### src/rtl/note_tone_gen.sv
// note_tone_gen: debounced eight-note square-wave tone generator
module note_tone_gen #(
  parameter int SETTLE_CYC = 16,
  parameter int DIV_SHIFT = 0
) (
  input  logic       clk,
  input  logic       reset,
  input  logic       en_c,
  input  logic       en_d,
  input  logic       en_e,
  input  logic       en_f,
  input  logic       en_g,
  input  logic       en_a,
  input  logic       en_b,
  input  logic       en_c2,
  output logic       audio,
  output logic       playing,
  output logic [2:0] note_idx,
  output logic       note_start
);
  localparam logic [0:0] IDLE = 1'b0;
  localparam logic [0:0] PLAY = 1'b1;
  localparam logic [7:0] SC = 8'(SETTLE_CYC);
  localparam logic [16:0] BASE [8] = '{17'd95556, 17'd85131, 17'd75843, 17'd71587,
                                       17'd63776, 17'd56818, 17'd50619, 17'd47778};
  logic [7:0] en, en_q, settle;
  logic [2:0] sel;
  logic [16:0] half, cnt;
  logic [0:0] state;
  logic stable, accept, sel_v, load;
  assign en = {en_c2, en_b, en_a, en_g, en_f, en_e, en_d, en_c};
  assign stable = en == en_q;
  assign accept = stable && settle == SC - 8'd1;
  assign sel_v = |en_q;
  assign half = BASE[note_idx] >> DIV_SHIFT;
  assign load = accept && sel_v && (state == IDLE || sel != note_idx);
  // lowest set enable wins
  always_comb begin
    sel = 3'd0;
    for (int i = 7; i >= 0; i--) if (en_q[i]) sel = 3'(i);
  end
  // register enables and count how long the pattern has been unchanged
  always_ff @(posedge clk) begin
    if (reset) begin
      en_q <= '0;
      settle <= '0;
    end else begin
      en_q <= en;
      settle <= !stable ? 8'd0 : settle == SC ? settle : settle + 8'd1;
    end
  end
  // note selection and half-period tone counter
  always_ff @(posedge clk) begin
    if (reset) begin
      state <= IDLE;
      audio <= 1'b0;
      playing <= 1'b0;
      note_idx <= '0;
      note_start <= 1'b0;
      cnt <= '0;
    end else if (load) begin
      state <= PLAY;
      note_idx <= sel;
      cnt <= '0;
      audio <= 1'b1;
      playing <= 1'b1;
      note_start <= 1'b1;
    end else if (accept && !sel_v) begin
      state <= IDLE;
      audio <= 1'b0;
      playing <= 1'b0;
      note_idx <= '0;
      cnt <= '0;
      note_start <= 1'b0;
    end else begin
      note_start <= 1'b0;
      if (state == PLAY) begin
        cnt <= cnt == half - 17'd1 ? 17'd0 : cnt + 17'd1;
        audio <= cnt == half - 17'd1 ? ~audio : audio;
      end else begin
        cnt <= '0;
        audio <= 1'b0;
      end
    end
  end
endmodule

### config.mk
export PLATFORM = sky130hd
export DESIGN_NAME = note_tone_gen
export DESIGN_NICKNAME = d
export VERILOG_FILES = /design/src/rtl/note_tone_gen.sv
export SDC_FILE = /design/constraint.sdc
export NUM_CORES = 1
export LEC_CHECK = 0
export ABC_AREA = 1
export CORE_MARGIN = 2
export CORE_UTILIZATION = 50
export DETAILED_ROUTE_END_ITERATION = 8
export PLACE_DENSITY = 0.8
export SYNTH_ARGS = -nofsm -noshare
export SYNTH_HDL_FRONTEND = slang
export SYNTH_SLANG_ARGS = --single-unit
### constraint.sdc
create_clock -name clk -period 5.6 [get_ports clk]
set_clock_uncertainty 0.05 [all_clocks]
set_input_delay 0.56 -clock clk [delete_from_list [all_inputs] [get_ports clk]]
set_output_delay 0.56 -clock clk [all_outputs]
set_load 0.05 [all_outputs]
Word-level counts from Yosys, hierarchy flattened:

Memory sizes are Yosys's and may differ from the RTL's.
Index checks and enable logic that the tools add are counted.

* $add $sub $neg: 3
* order comparisons: 1
* equal/unequal tests: 6
* mux-type cells: 19
* bitwise logic cells: 4
* reductions and logical operators: 10

Operators by type and width (number)
* $mux 17: 2
* $mux 3: 10
* $add 17x1->17 const B: 1
* $eq 17x17->1: 1
* $sub 17x1->17 const B: 1
* $add 8x1->8 const B: 1
* $eq 8x4->1 const B: 1
* $eq 8x5->1 const B: 1
* $eq 8x8->1: 1
* $reduce_or 8->1: 1
* $mux 1: 7
* $reduce_or 5->1: 1
* $ge 4x4->1 const B: 1
* $logic_and 1x1->1: 4
* $ne 4x1->1 const B: 1
* $not 3->4: 1
* $ne 3x3->1: 1
* $not 1->1: 3
* $reduce_bool 2->1: 1
* $reduce_or 2->1: 1
* $logic_not 1->1: 1
* $logic_or 1x1->1: 1

* register bits after elaboration: 39
* ROM bits: 136
* memories kept: 1

Memories
* (name not given): words 8, bits a word 17, read ports 1, clocked after Yosys merged registers in 0, wr ports 0, line 35 `assign half = BASE[note_idx] >> DIV_SHIFT;`

Depth between registers and ports, before layout:

* word-level depth: 12
* depth in mapped cells: 16
* mapped depth without buffers: 16

Least setup slack after synthesis:

Ideal clock, no wire load.

* kind: register -> register
* start: register note_idx[1]
* end: register cnt[16]
* library setup time: 0.116 ns
* data arrival time: 2.439 ns
* required time: 5.434 ns
* path slack: 2.995 ns
* cell stages (with the launch flop): 16
* path buffers: 1
* cell sequence: dfxtp_1 inv_1 ha_1 nand2_2 nand3_1 nor2_1 nand2_1 nand2_1 nand2_1 nor2_1 nand3_1 nor2_4 nor2_4 nand2_4 buf_12 nor2_2

* cells in the longest elaborated chain, start to end: 7
* elaborated cells between the ends (all ways): 10
* classes of those cells: 1 x add/sub; 2 x eq/ne; 2 x mux; 1 x bitwise; 3 x reduce/logical; 1 x memory

RTL lines
* start, declared: line 18 `output logic [2:0] note_idx,`
* start signal, assigned: line 63 `note_idx <= sel;`
* $not 3->4 (not written as such): line 35
* $mem_v2 8x17
* $mux 17 (not written as such) (2 in series): line 35
* $sub 17x1->17: line 78 `cnt <= cnt == half - 17'd1 ? 17'd0 : cnt + 17'd1;`
* $eq 17x17->1: line 78
* $reduce_or 5->1 (no line) (*)
* end signal, assigned: line 78
* end, declared: line 28 `logic [16:0] half, cnt;`

Every way passes the cells marked *; elsewhere a longest branch is shown, timed or not. The select of a mux whose other input is x is not followed.
A chain may end at the register's enable or synchronous reset.

Worst setup path after layout:

* start: register note_idx[2]
* end: register cnt[9]

Same word-level chain as after synthesis.

==> out/metrics.cfg <==
[outcome]
status = completed

[synthesis]
syn-num-nets = 396
synth_cell_type_count = 30
syn_avg_cell_area_sq_um = 6.681
synthCells = 377
synth_top_area_cell = dfxtp_1
synth.area.top_cells = dfxtp_1, nand2_1, inv_1, nor2_1, xor2_1
ys_seq_area_share_pct = 31.00
ys_ff_latch = 39
netlist_area_sq_mm = 0.002519
synthFlopType = dfxtp_1
synth_edf_count = 0
yosys_warnings = 0
synthDominantCellAreaShare_pct = 31.00
synth-async-reset-ratio_pct = 0
synthTopCellsByCount = nand2_1, inv_1, nor2_1
yosysMostFrequentCell = nand2_1

[clock_tree]
post_cts_buffers = 0
clock_path_buffers = 2
htreeDepth = 2
clk_pin_slew_worst_paths_ns = 0.08
cts_resized = 0
cts_made_buffers = 5
clock_latency_ns = 0.30
clock-sinks = 39
tritoncts = built
cts-root-buf = clkbuf_8
cts_hold_buf = 0

[route]
wl_per_cell_um = 10.97
drt_first_iter_violations = 126
vias_per_cell = 4.914
drt_first_pass_iters = 4
drtAntennaViolNets = 0
route.vias.total = 2280
drc = 0
wl_um = 5090

[floorplan]
die_height_um = 74.98
initial_core_util_pct = 52.63
ios = 16
fp-row-count = 25
dieWidth_um = 74.98
fp.coreArea_sq_mm = 0.004786
dieArea_sq_mm = 0.005621

[timing]
final-hold-violation-count = 0
post-route-min-period_ns = 2.546
tns_ns = 0
slew_viol_final = 0
timing.final.crit_share_pct = 45.46
max_freq_mhz = 392.8
tightest_slew_ns = 0.5619
setup_viol = 0
slew_headroom_pct = 62.49
grt_setup_unrepaired = no

[setup_path]
slowest_stage = dfxtp_1
worstPathMaxFanout = 17
worstPathCellList = inv_2, nand2_1, o21ai_1, nor2_1, nand2_1, nand2_1, nand2_1, nor2_1, nand3_1, nor2_4, nor2_4, nand2_4, a21oi_1
startpoint = note_idx[2]$_SDFFE_PP0P_
path_common_cell = nand2_1
required_ns = 5.72
r2r_start = note_idx[2]$_SDFFE_PP0P_
start_kind = flip-flop
reg2reg_setup_slack_ns = 3.05
worstSetupPathType = flip-flop to flip-flop
max_stage_delay_ns = 0.68
worstPathArrival_ns = 2.67
cp-end-kind = flip-flop

[power]
sw_frac_of_total_pct = 22.87
leakage_nw = 1.189
power_density_mw_per_mm2 = 196.1
seqPwrFrac_pct = 50.8
intPower_w = 0.0004287
peakVddDrop_v = 0.0001107
p_comb_share_pct = 5.6
p_sw_w = 0.0001271
clockPowerShare_pct = 43.6

[worst_hold_path]
hold_path.class = flip-flop to flip-flop
worstHoldStart = settle[3]$_SDFFE_PP0P_

[finish]
fin_nets = 415
areaGrowthSynthToFinish_pct = 12.52
layout-drive-gt1-share_pct = 10.08
antennaDiodeCount = 0
fin_util_pct = 59.22

[grt]
grt_max_degree = 18
first_global_vias = 2153
grt_pass1_wl_um = 8970
grt_overflow = 0
gr-usage-all-layers_pct = 20.52
antenna_found_initial = 0

[run]
maxCapViolations = 0

[placed_design]
dpl.hpwl_um = 3895
gp_congestion = 0.9135
port_buffers = 15

[power by group through the flow]
stage          combinational, W  clock, W  sequential, W
4_1_cts               0.0000312  0.000247       0.000283
5_1_grt               0.0000357  0.000256       0.000283
3_3_place_gp          0.0000295         0       0.000289
3_5_place_dp          0.0000303         0       0.000289
6_report              0.0000310  0.000242       0.000283
2_1_floorplan         0.0000193         0       0.000289
[layer usage]
| metal | up-vias | share of wire, % | track usage [%] |
|---|---|---|---|
| met5 | - | 0 | 0 |
| met4 | 0 | 1.2 | 6.548 |
| met2 | 29 | 48 | 36.65 |
| met1 | 1042 | 48 | 24.67 |
| met3 | 5 | 2.9 | 4.016 |
| li1 | 1204 | - | - |
[final timing paths]
kind / end / cells past startpoint
worst min-delay path: settle[3]$_SDFFE_PP0P_ / 2
worst min register to register: settle[3]$_SDFFE_PP0P_ / 2
worst max-delay path: cnt[9]$_SDFF_PP0_ / 13
worst max register to register: cnt[9]$_SDFF_PP0_ / 13
[final cells by class]
| type | instances | area (sq um) |
|---|---|---|
| well taps | 67 | 83.83 |
| flip-flops and latches | 39 | 780.7 |
| inverters | 59 | 221.5 |
| clock inverters | 3 | 47.55 |
| fillers | 444 | 1952 |
| repair buffers | 15 | 150.1 |
| clock buffers | 5 | 68.82 |
| multi-input cells | 276 | 1481 |
[worst max-delay path, delay by kind of cell (launching register included)]
| kind | cells | cell delay, ns |
|---|---|---|
| flip-flops | 1 | 0.68 |
| buffers and inverters | 1 | 0.21 |
| AO/OA/AOI/OAI | 2 | 0.18 |
| AND/OR/NAND/NOR | 10 | 1.28 |
[cell families (layout without fill, tap and decap cells)]
group | Yosys count | after routing | synth area share [%]
fa+ha+maj | 9 | 9 | 4.471
buf+inv | 62 | 82 | 10.18
flops | 39 | 39 | 31.00
xor+xnor | 23 | 23 | 7.998
simple gates | 221 | 221 | 41.48
compound gates | 23 | 23 | 4.868
[through the flow]
stage	cell area (sq um)	total power [W]	setup WS, ns	hold slack, ns	std cells
6_report	2834	0.0005558	3.054	0.4356	464
5_1_grt	2834	0.0005744	2.842	0.4522	464
4_1_cts	2834	0.0005605	3.053	0.4301	464
3_5_place_dp	2718	0.0003193	2.977	0.4151	456
3_3_place_gp	2718	0.0003184	3.038	0.4046	456
2_1_floorplan	2519	0.0003079	2.995	0.3888	377
[cell usage in the layout (no fill, tap or decap), drive strengths merged, types with 5 or more instances in the layout]
cell and count:
nand4 6, nor3 7, clkdlybuf4s50 15, nand3 32
ha 9, o21ai 11, a21oi 9, clkbuf 5
xor2 19, nor2 65, nand2 105, inv 60
dfxtp 39
[registers in the layout, indices dropped and copies added (netlist names)]
| name | flops |
|---|---|
| cnt | 17 |
| en_q | 8 |
| state | 1 |
| settle | 8 |
| audio | 1 |
| note_start | 1 |
| note_idx | 3 |
No activity file was read; power rests on OpenSTA's default activity.
